==> config.mk <==
export PLATFORM = sky130hd
export DESIGN_NAME = asm_irq_ctrl
export DESIGN_NICKNAME = d
export VERILOG_FILES = /design/src/rtl/asm_irq_ctrl.sv
export SDC_FILE = /design/constraint.sdc
export NUM_CORES = 1
export LEC_CHECK = 0
export ABC_AREA = 1
export ABC_CLOCK_PERIOD_IN_PS = 1700
export CAP_MARGIN = 20
export CORE_MARGIN = 4
export CORE_UTILIZATION = 42
export DETAILED_ROUTE_END_ITERATION = 7
export PLACE_DENSITY = 0.78
export SETUP_SLACK_MARGIN = 0.1
export SLEW_MARGIN = 20
export SYNTH_ARGS = -nofsm -noshare
export SYNTH_HDL_FRONTEND = slang
export SYNTH_SLANG_ARGS = --single-unit
export TNS_END_PERCENT = 1
==> constraint.sdc <==
create_clock -name clk_i -period 1.7 [get_ports clk_i]
set_clock_uncertainty 0.15 [all_clocks]
set_input_delay 0.51 -clock clk_i [delete_from_list [all_inputs] [get_ports clk_i]]
set_output_delay 0.51 -clock clk_i [all_outputs]
set_load 0.05 [all_outputs]
==> src/rtl/asm_irq_ctrl.sv <==
// Interrupt sequencer for the accelerator-domain PicoRV32: latches source edges,
// dispatches one IRQ at a time, tracks the EOI handshake and recovers from stuck handlers.
module asm_irq_ctrl #(
  parameter int unsigned NUM_IRQ       = 8,
  parameter int unsigned IRQ_BASE      = 3,
  parameter int unsigned REG_ADDR_SIZE = 32,
  parameter int unsigned REG_DATA_SIZE = 64,
  parameter int unsigned REG_BSEL_SIZE = 8,
  parameter logic [15:0] TIMEOUT_RST   = 16'd1024
) (
  input  logic                     clk_i,
  input  logic                     reset_n_i,
  input  logic                     config_en_i,
  input  logic [REG_BSEL_SIZE-1:0] config_wben_i,
  input  logic [REG_ADDR_SIZE-1:0] config_addr_i,
  input  logic [REG_DATA_SIZE-1:0] config_wdata_i,
  output logic [REG_DATA_SIZE-1:0] config_rdata_o,
  input  logic                     asm_en_i,
  input  logic [NUM_IRQ-1:0]       irq_src_i,
  output logic [31:0]              pico_irq_o,
  input  logic [31:0]              pico_eoi_i
);

  typedef enum logic [1:0] {
    ST_IDLE,
    ST_ASSERT,
    ST_SERVICE
  } state_t;

  localparam logic [REG_ADDR_SIZE-1:0] ADDR_MASK    = REG_ADDR_SIZE'(32'h00);
  localparam logic [REG_ADDR_SIZE-1:0] ADDR_PENDING = REG_ADDR_SIZE'(32'h08);
  localparam logic [REG_ADDR_SIZE-1:0] ADDR_ACTIVE  = REG_ADDR_SIZE'(32'h10);
  localparam logic [REG_ADDR_SIZE-1:0] ADDR_STATUS  = REG_ADDR_SIZE'(32'h18);
  localparam logic [REG_ADDR_SIZE-1:0] ADDR_TIMEOUT = REG_ADDR_SIZE'(32'h20);

  // State registers and their next-state values
  state_t                   state_q, state_d;
  logic [NUM_IRQ-1:0]       src_q;
  logic [NUM_IRQ-1:0]       pending_q, pending_d;
  logic [NUM_IRQ-1:0]       mask_q, mask_d;
  logic [NUM_IRQ-1:0]       act_q, act_d;
  logic [4:0]               id_q, id_d;
  logic                     irq_on_q, irq_on_d;
  logic [15:0]              timer_q, timer_d;
  logic [15:0]              timeout_q, timeout_d;
  logic                     err_q, err_d;
  logic [15:0]              tocnt_q, tocnt_d;
  logic [REG_DATA_SIZE-1:0] rdata_q, rdata_d;

  // Register-interface decode
  logic        wr_en, rd_en;
  logic        we_mask, we_pending, we_status, we_timeout;
  logic [31:0] wr_bmask;
  logic [31:0] wr_data;
  logic [31:0] rd_val;

  // Dispatch datapath
  logic [NUM_IRQ-1:0] src_edge;
  logic [NUM_IRQ-1:0] req;
  logic [NUM_IRQ-1:0] sel_oh;
  logic [4:0]         sel_id;
  logic [NUM_IRQ-1:0] disp_clr;
  logic [NUM_IRQ-1:0] repend;
  logic [NUM_IRQ-1:0] pend_clr;
  logic               eoi_hit;
  logic               tick;
  logic               timeout_hit;
  logic               sts_clr;
  logic               unused_ok;

  assign wr_en      = config_en_i && (config_wben_i != '0);
  assign rd_en      = config_en_i && (config_wben_i == '0);
  assign we_mask    = wr_en && (config_addr_i == ADDR_MASK);
  assign we_pending = wr_en && (config_addr_i == ADDR_PENDING);
  assign we_status  = wr_en && (config_addr_i == ADDR_STATUS);
  assign we_timeout = wr_en && (config_addr_i == ADDR_TIMEOUT);
  assign wr_data    = config_wdata_i[31:0];
  assign sts_clr    = we_status && config_wben_i[0];

  // NOTE: every signal driven from always_comb gets a default first, so no path can infer a latch.
  always_comb begin
    wr_bmask = '0;
    for (int b = 0; b < 4; b++) begin
      wr_bmask[8*b +: 8] = {8{config_wben_i[b]}};
    end
  end

  assign pend_clr = we_pending ? (wr_data[NUM_IRQ-1:0] & wr_bmask[NUM_IRQ-1:0]) : '0;

  assign src_edge = irq_src_i & ~src_q;
  assign req      = pending_q & mask_q;
  // Two's-complement trick isolates the lowest requesting source.
  assign sel_oh   = req & (~req + NUM_IRQ'(1));
  assign eoi_hit  = |(pico_eoi_i[IRQ_BASE +: NUM_IRQ] & act_q);

  always_comb begin
    sel_id = '0;
    for (int i = int'(NUM_IRQ) - 1; i >= 0; i--) begin
      if (req[i]) sel_id = 5'(i);
    end
  end

  // Dispatch FSM: next state, in-flight bookkeeping and watchdog timer
  always_comb begin
    state_d     = state_q;
    act_d       = act_q;
    id_d        = id_q;
    irq_on_d    = irq_on_q;
    timer_d     = timer_q;
    disp_clr    = '0;
    repend      = '0;
    timeout_hit = 1'b0;
    tick        = (timeout_q != 16'd0) && (timer_q != 16'd0);

    unique case (state_q)
      ST_IDLE: begin
        if (asm_en_i && (req != '0)) begin
          state_d  = ST_ASSERT;
          act_d    = sel_oh;
          id_d     = sel_id;
          irq_on_d = 1'b1;
          timer_d  = timeout_q;
          disp_clr = sel_oh;
        end
      end
      ST_ASSERT: begin
        if (!asm_en_i) begin
          // The core never saw this IRQ, so it goes back into PENDING.
          state_d  = ST_IDLE;
          irq_on_d = 1'b0;
          repend   = act_q;
        end else if (eoi_hit) begin
          state_d  = ST_SERVICE;
          irq_on_d = 1'b0;
          timer_d  = timeout_q;
        end else if (tick) begin
          timer_d = timer_q - 16'd1;
          if (timer_q == 16'd1) begin
            state_d     = ST_IDLE;
            irq_on_d    = 1'b0;
            timeout_hit = 1'b1;
          end
        end
      end
      ST_SERVICE: begin
        if (!asm_en_i || !eoi_hit) begin
          state_d = ST_IDLE;
        end else if (tick) begin
          timer_d = timer_q - 16'd1;
          if (timer_q == 16'd1) begin
            state_d     = ST_IDLE;
            timeout_hit = 1'b1;
          end
        end
      end
      default: state_d = ST_IDLE;
    endcase
  end

  // Register next-state: a source edge wins over both the dispatch clear and a W1C.
  always_comb begin
    pending_d = (pending_q & ~pend_clr & ~disp_clr) | repend | src_edge;

    mask_d = mask_q;
    if (we_mask) begin
      mask_d = (mask_q & ~wr_bmask[NUM_IRQ-1:0]) | (wr_data[NUM_IRQ-1:0] & wr_bmask[NUM_IRQ-1:0]);
    end

    timeout_d = timeout_q;
    if (we_timeout) begin
      timeout_d = (timeout_q & ~wr_bmask[15:0]) | (wr_data[15:0] & wr_bmask[15:0]);
    end

    err_d   = sts_clr ? 1'b0 : err_q;
    tocnt_d = sts_clr ? 16'd0 : tocnt_q;
    if (timeout_hit) begin
      err_d = 1'b1;
      if (tocnt_d != 16'hFFFF) tocnt_d = tocnt_d + 16'd1;
    end
  end

  always_comb begin
    rd_val = '0;
    case (config_addr_i)
      ADDR_MASK:    rd_val = 32'(mask_q);
      ADDR_PENDING: rd_val = 32'(pending_q);
      ADDR_ACTIVE:  rd_val = (state_q != ST_IDLE) ? {23'd0, 1'b1, 3'd0, id_q} : 32'd0;
      ADDR_STATUS:  rd_val = {8'd0, tocnt_q, 7'd0, err_q};
      ADDR_TIMEOUT: rd_val = {16'd0, timeout_q};
      default:      rd_val = '0;
    endcase
    rdata_d = rd_en ? REG_DATA_SIZE'(rd_val) : rdata_q;
  end

  // NOTE: sequential state uses non-blocking assignments so every register samples pre-edge values.
  always_ff @(posedge clk_i or negedge reset_n_i) begin
    if (!reset_n_i) begin
      state_q   <= ST_IDLE;
      src_q     <= '0;
      pending_q <= '0;
      mask_q    <= '0;
      act_q     <= '0;
      id_q      <= '0;
      irq_on_q  <= 1'b0;
      timer_q   <= '0;
      timeout_q <= TIMEOUT_RST;
      err_q     <= 1'b0;
      tocnt_q   <= '0;
      rdata_q   <= '0;
    end else begin
      state_q   <= state_d;
      src_q     <= irq_src_i;
      pending_q <= pending_d;
      mask_q    <= mask_d;
      act_q     <= act_d;
      id_q      <= id_d;
      irq_on_q  <= irq_on_d;
      timer_q   <= timer_d;
      timeout_q <= timeout_d;
      err_q     <= err_d;
      tocnt_q   <= tocnt_d;
      rdata_q   <= rdata_d;
    end
  end

  assign pico_irq_o     = 32'(act_q & {NUM_IRQ{irq_on_q}}) << IRQ_BASE;
  assign config_rdata_o = rdata_q;

  // Upper data bytes, upper byte enables and EOI bits outside the source window are ignored.
  assign unused_ok = ^{config_wdata_i, config_wben_i, pico_eoi_i, wr_bmask, wr_data};

endmodule

==> flow_metrics.env, run 1 <==
export IMPL_synth_area_per_cell_um2=7.37
export IMPL_met3RoutedLength_um=2330
export IMPL_grt_max_degree=29
export IMPL_final_cell_area_um2=11000
export IMPL_clockBufferDepth=2
export IMPL_ys_top_cells_by_area="dfrtp_1 39%, nand2_1 14%, buf_4 6.9%, inv_1 5.5%, nand3_1 5.0%"
export IMPL_yosysWarnings=0
export IMPL_clk_latency_ps=370
export IMPL_cts_sinks=111
export IMPL_final_min_clock_period_ps=2300
export IMPL_io_pins=244
export IMPL_critical_path_class="in -> reg"
export IMPL_fmax_ghz=0.435
export IMPL_required_ps=1810
export IMPL_die_w_um=137
export IMPL_area_delta_synth_final_pct=56.2
export IMPL_placed_cells=1465
export IMPL_met2_length_um=12500
export IMPL_cts_max_level=3
export IMPL_synth_simple_area_share_pct=29.6
export IMPL_place_area_um2=9970
export IMPL_numCtsBuffers=9
export IMPL_synthMuxAreaShare_pct=1.28
export IMPL_synth_edf_count=0
export IMPL_wl_met1_um=9870
export IMPL_syn_area_um2=7040
export IMPL_r2r_end="tocnt_q[3]"
export IMPL_p_leak_nw=5.56
export IMPL_synth_seq_cells=111
export IMPL_setup_worst_path_start="config_wben_i[0]"
export IMPL_worst_path_max_fanout=5
export IMPL_min_period_over_period_pct=135
export IMPL_synth_most_common_cell="nand2_1"
export IMPL_synth_cells=955
export IMPL_grt_pass1_wl_um=37500
export IMPL_post_drt_wl_per_cell_um=17.4
export IMPL_dieArea_um2=18900
export IMPL_synth_xor_area_share_pct=1.49
export IMPL_drt_iter0_markers=927
export IMPL_cts_root_buf="clkbuf_16"
export IMPL_dpl_hpwl_um=17200
export IMPL_synth_fa_ha_area_share_pct=1.60
export IMPL_clk_pin_slew_ps=70
export IMPL_vias_per_cell=5.36
export IMPL_worst_slack_ps=-599
export IMPL_instances_no_fill=1513
export IMPL_numPortBuffers=107
export IMPL_drcViolationCount=0
export IMPL_endpoint_kind="flip-flop"
export IMPL_hold_path_class="reg -> reg"
export IMPL_synth_compound_area_share_pct=11.8
export IMPL_ff2ff_setup_slack_ps=-490
export IMPL_nNetsFinal=1444
export IMPL_ir_worst_vdd_v=0.000658
export IMPL_core_area_um2=16500
export IMPL_max_cap_violations=0
export IMPL_gr_usage_all_layers_pct=25.2
export IMPL_antenna_found_initial=1
export IMPL_ff2ff_path_depth=10
export IMPL_fin_total_pwr_mw=10.1
export IMPL_yosysTopAreaCellShare_pct=39.1
export IMPL_synth_seq_area_share_pct=39.5
export IMPL_setup_tns_ps=-32640
export IMPL_totalWireLength_um=26300
export IMPL_drive_gt1_share_pct=38.6
export IMPL_first_pass_iters=8
export IMPL_holdPathEnd="pending_q[0]"
export IMPL_yosysTopAreaCell="dfrtp_1"
export IMPL_fin_util_pct=66.5
export IMPL_hold_violations=0
export IMPL_r2r_start="timer_q[10]"
export IMPL_worstHoldStart="src_q[0]"
export IMPL_start_kind="primary input"
export IMPL_power_density_nw_per_um2=920
export IMPL_vias=8113
export IMPL_cts_tree="yes"
export IMPL_synth_ff_type="dfrtp_1"
export IMPL_ys_top_cells_by_count="262 x nand2_1, 110 x dfrtp_1, 104 x inv_1"
export IMPL_grt_overflow_total=0
export IMPL_layout_area_seq_um2=2780
export IMPL_rsz0062_at_grt="yes"
export IMPL_status="complete, but fails checks"
export IMPL_initial_utilization_pct=42.6
export IMPL_fillCellCount=1184
export IMPL_top_layer="met4"
export IMPL_drtAntennaViolNets=0
export IMPL_grt_pass1_vias=7675
export IMPL_maxSlewViolCount=0
export IMPL_violations="setup timing"
export IMPL_multiInputGateArea_um2=3970
export IMPL_hold_path_depth=1
export IMPL_synthArstFlopShare_pct=100
export IMPL_die_h_um=137
export IMPL_yosys_cell_types_count=52
export IMPL_setup_viol=93
export IMPL_gp_congestion=0.932
export IMPL_synth_top_family_by_area="simple AND/OR/NAND/NOR gates"
export IMPL_row_count=47
export IMPL_crit_arrival_ps=2400
==> kinds of logic (layout without fill, tap and decap cells) <==
group / Yosys count / count (layout)
adders and majority gates: 9 / 9
and+or+nand+nor: 467 / 467
DFF: 111 / 111
xor gates and xnor gates: 12 / 12
other: 1 / 65
buffers and inverters: 201 / 475
muxes: 8 / 8
AOI/OAI and AO/OA: 146 / 146
==> how the worst max path moves through the flow <==
stage / endpoint / cells past startpoint
after global placement: tocnt_q[10] / 17
final: tocnt_q[15] / 17
after floorplan: tocnt_q[14] / 19
after global routing: tocnt_q[0] / 18
after detailed placement: tocnt_q[14] / 17
after CTS: tocnt_q[14] / 17
==> repair_timing <==
action | 4_1_cts | 5_1_grt
pin swaps | 64 | 32
hold buffers | 1 | 0
setup buffers | 19 | 10
gates cloned | 0 | 1
resized for setup | 266 | 82
hold endpoints to repair | 15 | 0
endpoints found under the setup margin | 124 | 131
==> layer usage <==
layer	up-vias	global-route usage (%)
met1	3765	32.2
met5	-	0
met4	0	12.5
met3	158	3.47
met2	554	41.7
li1	3636	-
==> stage by stage <==
stage / hold WS (ps) / setup slack [ps]
2_1_floorplan: 64.4 / -1060
3_3_place_gp: 274 / -1190
3_5_place_dp: 291 / -1300
4_1_cts: 301 / -521
5_1_grt: 315 / -656
6_report: 308 / -599
==> where the power goes <==
group          leakage (nW)  internal (mW)  switching (mW)
Clock                 0.134           1.15            1.04
Combinational          4.00           2.11            2.77
Sequential             1.43           2.87           0.182
Total                  5.56           6.13            3.99
==> placed cells by master, fill, tap and decap left out, types with 34 or more instances in the layout <==
master / netlist / layout
nor2_1: 72 / 43
buf_12: 0 / 38
conb_1: 1 / 64
o21ai_1: 22 / 34
dfrtp_1: 110 / 109
o21ai_0: 59 / 37
inv_1: 104 / 80
nand3_1: 71 / 65
buf_4: 65 / 214
nand2_1: 262 / 231
==> critical path: stages <==
cell      delay, ps
buf_2           120
nor2_2           80
nand2_2          90
nor2_4          150
nor3_4           80
nand2_8          90
inv_4            40
nor2_4          110
ha_4            150
nand2_1          60
nand3b_4        170
nor2_4          190
nand2_4         100
nor2_4          160
nand2_4         100
nand3_1         130
nand2_1          60
==> final cells by class <==
cell class                 instances  share of cell area [%]
clock inverter                     3                   0.421
sequential                       111                    25.3
inverter                         115                    4.06
clock buffer                      13                    2.18
multi-input combinational        706                    36.1
tap                              220                    2.50
timing repair buffer             344                    29.4
antenna                            1                  0.0228
No activity file was read; power rests on OpenSTA's default activity.
==> inputs of run 2 (changes only) <==
- GPL_TIMING_DRIVEN: default -> 0
==> run 2 against run 1 <==
Combinational power is 27% lower; cell count is 7.9% lower; the run still ends with setup timing left; critical path depth up 2; via count is 15% lower; largest power group unchanged; clock power shrank 6%; sequential share of layout area rose by 3.3 points; sequential cell count is the same; global-route usage shrank 3.5 points; highest routed layer unchanged; largest cell class unchanged; non-clock buffer count fell by 118.
==> flow_metrics.env, run 2 (same netlist as run 1, synthesis figures left out) <==
export IMPL_status="complete, but fails checks"
export IMPL_violations="setup timing"
export IMPL_numCtsBuffers=9
export IMPL_cp_cell_sequence="buf_8 -> nor2_4 -> nand2_2 -> nor2_4 -> nor3_4 -> nand2_8 -> buf_8 -> buf_8 -> inv_6 -> nor2_4 -> ha_4 -> nand2_2 -> nand3b_4 -> nor2_4 -> nand2_4 -> buf_6 -> nor2_4 -> o21ai_1 -> o21ai_1"
export IMPL_ff2ff_path_depth=13
export IMPL_drive_gt1_share_pct=30.7
export IMPL_drt_iter0_markers=573
export IMPL_ff2ff_setup_slack_ps=-580
export IMPL_totalWireLength_um=20600
export IMPL_clk_latency_ps=360
export IMPL_worst_slack_ps=-716
export IMPL_max_cap_violations=0
export IMPL_fin_util_pct=58.9
export IMPL_cts_root_buf="clkbuf_16"
export IMPL_core_area_um2=16500
export IMPL_rsz0062_at_grt="yes"
export IMPL_intPower_mw=5.12
export IMPL_fin_total_pwr_mw=8.74
export IMPL_placed_cells=1344
export IMPL_area_delta_synth_final_pct=38.3
export IMPL_fillCellCount=1396
export IMPL_p_leak_nw=5.02
export IMPL_clockBufferDepth=2
export IMPL_vias=6927
export IMPL_worst_path_max_fanout=5
export IMPL_gp_congestion=0.919
export IMPL_final_cell_mix="234 x nand2_1, 109 x dfrtp_1, 93 x buf_4, 87 x inv_1, 64 x conb_1"
export IMPL_multiInputGateArea_um2=3920
export IMPL_first_pass_iters=6
export IMPL_grt_pass1_wl_um=32300
export IMPL_io_pins=244
export IMPL_grt_overflow_total=0
export IMPL_setup_tns_ps=-29230
export IMPL_min_period_over_period_pct=142
export IMPL_power_density_nw_per_um2=898
export IMPL_setup_viol=97
export IMPL_p_clk_share_pct=23.6
export IMPL_start_kind="primary input"
export IMPL_critical_path_class="in -> reg"
export IMPL_numPortBuffers=105
export IMPL_cpPeakStageDelay_ps=180
export IMPL_final_min_clock_period_ps=2420
export IMPL_r2r_end="tocnt_q[15]"
export IMPL_critPathSlowestCell="nor2_4"
export IMPL_endpoint_kind="flip-flop"
export IMPL_pre_cts_slack_ps=-1790
export IMPL_power_switching_mw=3.62
export IMPL_hold_path_depth=1
export IMPL_cts_max_level=3
export IMPL_final_cell_area_um2=9740
export IMPL_gr_usage_all_layers_pct=21.7
export IMPL_crit_arrival_ps=2550
export IMPL_r2r_start="timer_q[1]"
export IMPL_mostFrequentLayoutCell="nand2_1"
export IMPL_antenna_diode_count=0
export IMPL_initial_utilization_pct=42.6
export IMPL_worstHoldStart="src_q[0]"
export IMPL_combPwrFrac_pct=40.6
export IMPL_layout_area_seq_um2=2780
export IMPL_swShare_pct=41.4
export IMPL_vias_per_cell=4.97
export IMPL_cts_sinks=111
export IMPL_grt_max_degree=66
export IMPL_dpl_hpwl_um=15200
export IMPL_cts_tree="yes"
export IMPL_row_count=47
export IMPL_maxSlewViolCount=0
export IMPL_ir_worst_vdd_v=0.000552
export IMPL_cpMostUsedCell="nor2_4"
export IMPL_drcViolationCount=0
export IMPL_dieArea_um2=18900
export IMPL_antenna_found_initial=0
export IMPL_holdPathEnd="pending_q[0]"
export IMPL_die_w_um=137
export IMPL_hold_slack_ps=298
export IMPL_drtAntennaViolNets=0
export IMPL_instances_no_fill=1394
export IMPL_grt_pass1_vias=6559
export IMPL_hold_violations=0
export IMPL_clk_pin_slew_ps=70
export IMPL_place_area_um2=8650
export IMPL_seq_power_share_pct=35.8
export IMPL_hold_path_class="reg -> reg"
export IMPL_nNetsFinal=1326
export IMPL_required_ps=1840
export IMPL_die_h_um=137
export IMPL_fmax_ghz=0.414
export IMPL_post_drt_wl_per_cell_um=14.8
-- run 2: changes by cell type in the layout (fill, tap and decap cells not counted), moves of 5 or more --
cell and change:
buf_4 -121, buf_12 -37, buf_6 +25, inv_1 +7, inv_2 -7, nor2_2 -7, o21ai_1 +7, nor2_4 +6
o21ai_0 -6, a21oi_1 +5, a21oi_2 -5
-- run 2: layout make-up --
cell class                      instances  area share [%]
Sequential cell                       111            28.6
Inverter                              115            4.63
Timing Repair Buffer                  140            13.5
Multi-Input combinational cell        706            40.3
Tap cell                              220            2.83
Clock inverter                          6           0.527
Buffer                                 86            7.31
Clock buffer                           10            2.35
-- run 2: power by group through the flow --
stage          logic, mW  registers (mW)  clock network (mW)
6_report            3.55            3.13                2.06
5_1_grt             3.90            3.16                2.20
4_1_cts             3.39            3.10                2.09
3_5_place_dp        3.15            3.12                   0
3_3_place_gp        3.11            3.12                   0
2_1_floorplan       2.30            3.07                   0
-- run 2: routing by layer --
metal / vias up / GRT usage (%) / part of all wire [%]
met5: - / 0 / 0
met4: 0 / 7.65 / 2.6
met3: 36 / 3.91 / 7.8
met2: 312 / 35.7 / 48
met1: 3177 / 28.6 / 42
li1: 3402 / - / -
-- run 2: worst max-delay path by stage --
stage | start | endpoint | slack [ps]
3_3_place_gp | reset_n_i | act_q[1] | -4440
2_1_floorplan | config_wben_i[0] | tocnt_q[14] | -1060
4_1_cts | config_wben_i[4] | tocnt_q[14] | -710
3_5_place_dp | config_addr_i[5] | tocnt_q[2] | -1790
5_1_grt | config_addr_i[31] | tocnt_q[13] | -800
6_report | config_wben_i[1] | tocnt_q[3] | -720
-- run 2: worst max-delay path: cells and delay by family --
kind | cells | cell delay [ps]
simple gates | 11 | 1220
fa+ha+maj | 1 | 150
compound gates | 2 | 180
buf+inv | 5 | 480
-- run 2: timing repair --
| action | CTS | global route |
|---|---|---|
| hold buffers | 1 | 0 |
| setup buffers | 26 | 7 |
| pin swaps | 67 | 41 |
| endpoints found under the hold margin | 45 | 0 |
| endpoints found under the setup margin | 135 | 187 |
| gates resized for setup | 467 | 117 |
==> RTL edit 1, RTL diff (settings of run 2) <==
Encoding of `state_t`: now one-hot (3 bits for 3 states).
--- a/src/rtl/asm_irq_ctrl.sv
+++ b/src/rtl/asm_irq_ctrl.sv
@@ -23,6 +23,6 @@
 
-  typedef enum logic [1:0] {
-    ST_IDLE,
-    ST_ASSERT,
-    ST_SERVICE
+  typedef enum logic [2:0] {
+    ST_IDLE    = 3'b001,
+    ST_ASSERT  = 3'b010,
+    ST_SERVICE = 3'b100
   } state_t;
Behaviour: same outputs for any inputs over 4 cycles, from zero or initial values and one cycle with reset_n_i low; so few cycles prove little.
==> RTL edit 1 against run 2 <==
The run still ends with setup timing left. Cell area fell by 3.8%. Worst setup slack got worse by 0.013 ns. Area after synthesis fell by 4.1%. Sequential cell count rose by 1. Wire length fell by 3.9%. Worst hold slack improved by 0.019 ns. Highest routed layer unchanged.
Power is not compared: it rests on default switching activity, and its combinational part moved more than twofold at a synthesized area within 25%.
==> RTL edit 1: results (changes against run 2) <==
Outcome = complete, but fails checks
Violated checks = setup timing
Reg-to-Reg Start = timer_q[12]
Met3 Use GR = 4.92% (+1.0 points)
Vias per cell = 4.98 (+0.30%)
Complex-gate fraction of the synthesized area = 12.2% (+0.33 points)
Commonest cells post-synth = 218 x nand2_1, 112 x inv_1, 110 x dfrtp_1
Vias in the first global route = 6321 (-3.6%)
First-pass GRT wire length = 31500 microns (-2.4%)
Post-synthesis sequential area ratio = 41.6% (+2.1 points)
Multiplexer share of the synthesized area = 1.34% (+0.055 points)
Critical Path Source = config_addr_i[5]
All-Layer GR Usage = 21.6% (-0.062 points)
Placement Cell Area = 0.00842 sq mm (-2.6%)
Placer Congestion = 0.904 (-1.5%)
Worst-Skew Late Latency = 0.37 ns
Post-synthesis adder-cell area fraction = 0.742% (-0.86 points)
M2 GR Usage = 35.7% (about the same)
Dpl hpwl = 14600 microns (-4.2%)
Share of cells above drive strength 1 = 30.9% (+0.21 points)
Wire per inst = 15.0 microns (+1.0%)
Crit path arrival time = 2.53 ns (-0.02 ns)
Syn avg cell area = 7.61 sq um (+3.2%)
Met1 GRT Util = 28.5% (-0.067 points)
WL met3 = 1420 microns (-11%)
Largest net degree at the start of global routing = 71 (+7.6%)
Setup slack, reg-to-reg = -0.52 ns (+0.06 ns)
Max-slew violation count = 0 (unchanged)
Final worst slack = -0.728 ns (-0.0125 ns)
R2r endpoint = tocnt_q[12]
Final setup viols = 95 (-2.1%)
Setup TNS = -29.34 ns (-0.110 ns)
Hold Crit Endpoint = pending_q[3]
Hold WS = 0.317 ns (+0.0191 ns)
Non-Filler Instances = 1327 (-4.8%)
Iteration-0 DRC count of the detailed router = 473 (-17%)
Pre-CTS setup slack = -1.73 ns (+0.0598 ns)
Min-Delay Startpoint = src_q[3]
Initial antenna violation count = 0 (unchanged)
Max FO, Critical Path = 3 (-2)
Number of port buffers = 107 (+1.9%)
Xor and xnor fraction of the mapped netlist area = 1.56% (+0.065 points)
Dpl cells = 1274 (-5.2%)
Clock transition at path regs = 0.09 ns (+0.02 ns)
DRT met1 WL = 8200 microns (-4.4%)
Final net count = 1258 (-5.1%)
Met2 WL = 9790 microns (-1.2%)
Fillers = 1394 (-0.14%)
Synth unique cells = 47 (-9.6%)
[RTL edit 1: cell types whose count changed after synthesis, moves of 5 or more]
cell / before / now
nand2_1: 262 / 218
o21ai_1: 22 / 4
nand3_1: 71 / 56
o211ai_1: 4 / 13
inv_1: 104 / 112
inv_2: 10 / 2
nor3_1: 7 / 13
clkbuf_1: 13 / 8
ha_1: 9 / 4
[RTL edit 1: cell type report]
class	instances	area (sq um)	share of cell area, %
multi-input combinational	640	3530	37.7
sequential	112	2810	30.0
timing repair buffer	145	1270	13.6
buffer	83	703	7.51
inverter	115	450	4.81
tap	216	270	2.89
clock buffer	9	225	2.41
clock inverter	7	101	1.08
[RTL edit 1: what timing repair did]
action,CTS,global route
setup buffers,30,6
hold buffers,1,0
hold endpoints to repair,41,0
cloned,0,0
resized for setup,419,110
pin swaps,62,32
setup endpoints to repair,136,159
[RTL edit 1: power breakdown]
part	internal, mW	switching [mW]
registers	2.70	0.0449
clock network	1.08	1.18
logic	0.317	0.573
total	4.10	1.80
==> RTL edit 2, RTL diff (flow settings as in run 2) <==
Made on the original files. Change the parameter `REG_ADDR_SIZE` from 32 to 64.
--- a/src/rtl/asm_irq_ctrl.sv
+++ b/src/rtl/asm_irq_ctrl.sv
@@ -5,3 +5,3 @@
   parameter int unsigned IRQ_BASE      = 3,
-  parameter int unsigned REG_ADDR_SIZE = 32,
+  parameter int unsigned REG_ADDR_SIZE = 64,
   parameter int unsigned REG_DATA_SIZE = 64,
Interface: changed (resized config_addr_i); port bits go from 244 to 276. No check against the original RTL was run, so the function may have changed too.
==> RTL edit 2 against run 2 <==
The run ends with hold timing, setup timing left. Worst hold slack got worse by 0.31 ns. Sequential cell count unchanged. Total power up 1.6%. Area after synthesis increased by 4.4%. Wire length up 11%. Worst setup slack got worse by 0.056 ns. Critical endpoint is now tocnt_q[12]. Critical path depth rose by 2. Cell area increased by 4.4%. Largest power group unchanged. First-iteration DRC count grew 6.1%. Sequential share of layout area fell by 1.1 points. Count of clock-buffer cells in the layout decreased by 1. Die area rose by 4.1%.
==> RTL edit 2: results (changes against run 2) <==
Outcome = complete, but fails checks
Violated checks = hold timing, setup timing
Iteration-0 DRC count of the detailed router = 608 (+6.1%)
Vias in the first global route = 7354 (+12%)
Hold WS = -0.0146 ns (-0.312 ns)
Syn avg cell area = 7.31 sq um (-0.84%)
Post-synthesis adder-cell area fraction = 1.53% (-0.067 points)
Met2 WL = 11700 microns (+18%)
Commonest cells post-synth = 314 x nand2_1, 110 x dfrtp_1, 102 x inv_1
VDD IR max = 0.598 mV (+8.5%)
Largest net degree at the start of global routing = 63 (-4.5%)
DRT met1 WL = 9090 microns (+6.0%)
Reg2Reg Depth = 11 (-2)
Dpl hpwl = 16700 microns (+10%)
Via count = 7490 (+8.1%)
Post-synthesis sequential area ratio = 37.8% (-1.6 points)
Multiplexer share of the synthesized area = 1.23% (-0.053 points)
Share of cells above drive strength 1 = 31.8% (+1.1 points)
Switching share of power = 40.8% (-0.61 points)
Ranking of synthesized cells by area = dfrtp_1 37%, nand2_1 16%, buf_4 6.5%, inv_1 5.2%, o21ai_0 4.4%
DRT Pass-1 Iters = 5 (-1)
Final worst slack = -0.772 ns (-0.0562 ns)
Fin. Hold Viols = 36 (+36)
Setup slack, reg-to-reg = -0.66 ns (-0.08 ns)
R2r endpoint = tocnt_q[7]
P_leak = 5.11 nW (+1.7%)
Synth unique cells = 50 (-3.8%)
Complex-gate fraction of the synthesized area = 11.8% (about the same)
All-Layer GR Usage = 22.6% (+0.90 points)
Final setup viols = 110 (+13%)
WL met3 = 1490 microns (-7.2%)
Worst hold path class = input pin to asynchronous set/reset pin
Dpl cells = 1433 (+6.6%)
Number of port buffers = 139 (+32%)
CTS Buf Count = 9 (unchanged)
Non-Filler Instances = 1495 (+7.2%)
Total wire length = 22900 microns (+11%)
First-pass GRT wire length = 36300 microns (+12%)
Max FO, Critical Path = 4 (-1)
Placement Cell Area = 0.00931 sq mm (+7.7%)
Fillers = 1518 (+8.7%)
RTL edit 2: cell types whose count changed in the layout (fill, tap and decap cells not counted), moves of 16 or more:
| cell | delta |
|---|---|
| buf_2 | +29 |
| buf_4 | +17 |
| nand2_1 | +51 |
| nor2_1 | +16 |
| o21ai_1 | -22 |
| o211ai_1 | +23 |
RTL edit 2: worst max-delay path by stage:
| stage | startpoint | to |
|---|---|---|
| 6_report | config_addr_i[3] | tocnt_q[12] |
| 5_1_grt | config_addr_i[38] | tocnt_q[10] |
| 4_1_cts | config_addr_i[37] | tocnt_q[12] |
| 3_5_place_dp | config_addr_i[5] | tocnt_q[12] |
| 3_3_place_gp | reset_n_i | src_q[1] |
| 2_1_floorplan | config_addr_i[39] | tocnt_q[12] |
RTL edit 2: logic make-up (layout without fill, tap and decap cells):
logic type      count (synthesis)  in the layout
flops                         111            111
buf+inv                       198            400
compound gates                142            142
fa+ha+maj                       9              9
other cells                     1             64
xor+xnor                       13             13
mux                             8              8
simple gates                  523            523
RTL edit 2: per-stage QoR:
| stage | setup WS, ns | TNS [ns] |
|---|---|---|
| after CTS | -0.753 | -42.37 |
| after global placement | -4.33 | -590.72 |
| after floorplan | -0.853 | -27.77 |
| final | -0.772 | -48.13 |
| after global routing | -0.847 | -56.67 |
| after detailed placement | -1.73 | -116.27 |
RTL edit 2: layer usage:
layer  track usage (%)  vias to the layer above
li1                  -                     3651
met1              27.8                     3504
met2              40.3                      292
met3              4.44                       43
met4              6.12                        0
met5                 0                        -
RTL edit 2: worst max-delay path, stage by stage:
cell and delay [ns]:
buf_8 0.10, inv_4 0.04, nor2_4 0.04, nand2_2 0.09, nor2_2 0.04, nand2_2 0.08, nor2_4 0.04, nand3_4 0.09
buf_12 0.11, buf_12 0.10, nand2_4 0.05, inv_4 0.06, ha_4 0.12, nand2_1 0.04, nand3b_1 0.27, nor2_4 0.30
nand2_4 0.10, nor2_4 0.15, nand3_2 0.08, o21ai_1 0.08, inv_1 0.05
RTL edit 2: layout make-up:
type | instances | area share [%]
repair buffers | 186 | 15.4
clock buffers | 9 | 2.22
multi-input cells | 759 | 40.2
flip-flops and latches | 111 | 27.4
plain buffers | 86 | 6.82
inverters | 112 | 4.33
clock inverters | 7 | 0.874
well taps | 225 | 2.77
RTL edit 2: power by group through the flow:
| stage | combinational [mW] | clock [mW] | sequential (mW) |
|---|---|---|---|
| global route | 3.90 | 2.38 | 3.11 |
| global placement | 3.19 | 0 | 3.08 |
| detailed placement | 3.26 | 0 | 3.08 |
| CTS | 3.39 | 2.27 | 3.06 |
| finish | 3.55 | 2.25 | 3.09 |
| floorplan | 2.39 | 0 | 3.04 |
RTL edit 2: repair_timing:
action                     in CTS  in global routing
setup endpoints to repair     135                135
pin swaps                      82                 33
buffers inserted               40                  6
gates resized for setup       479                138
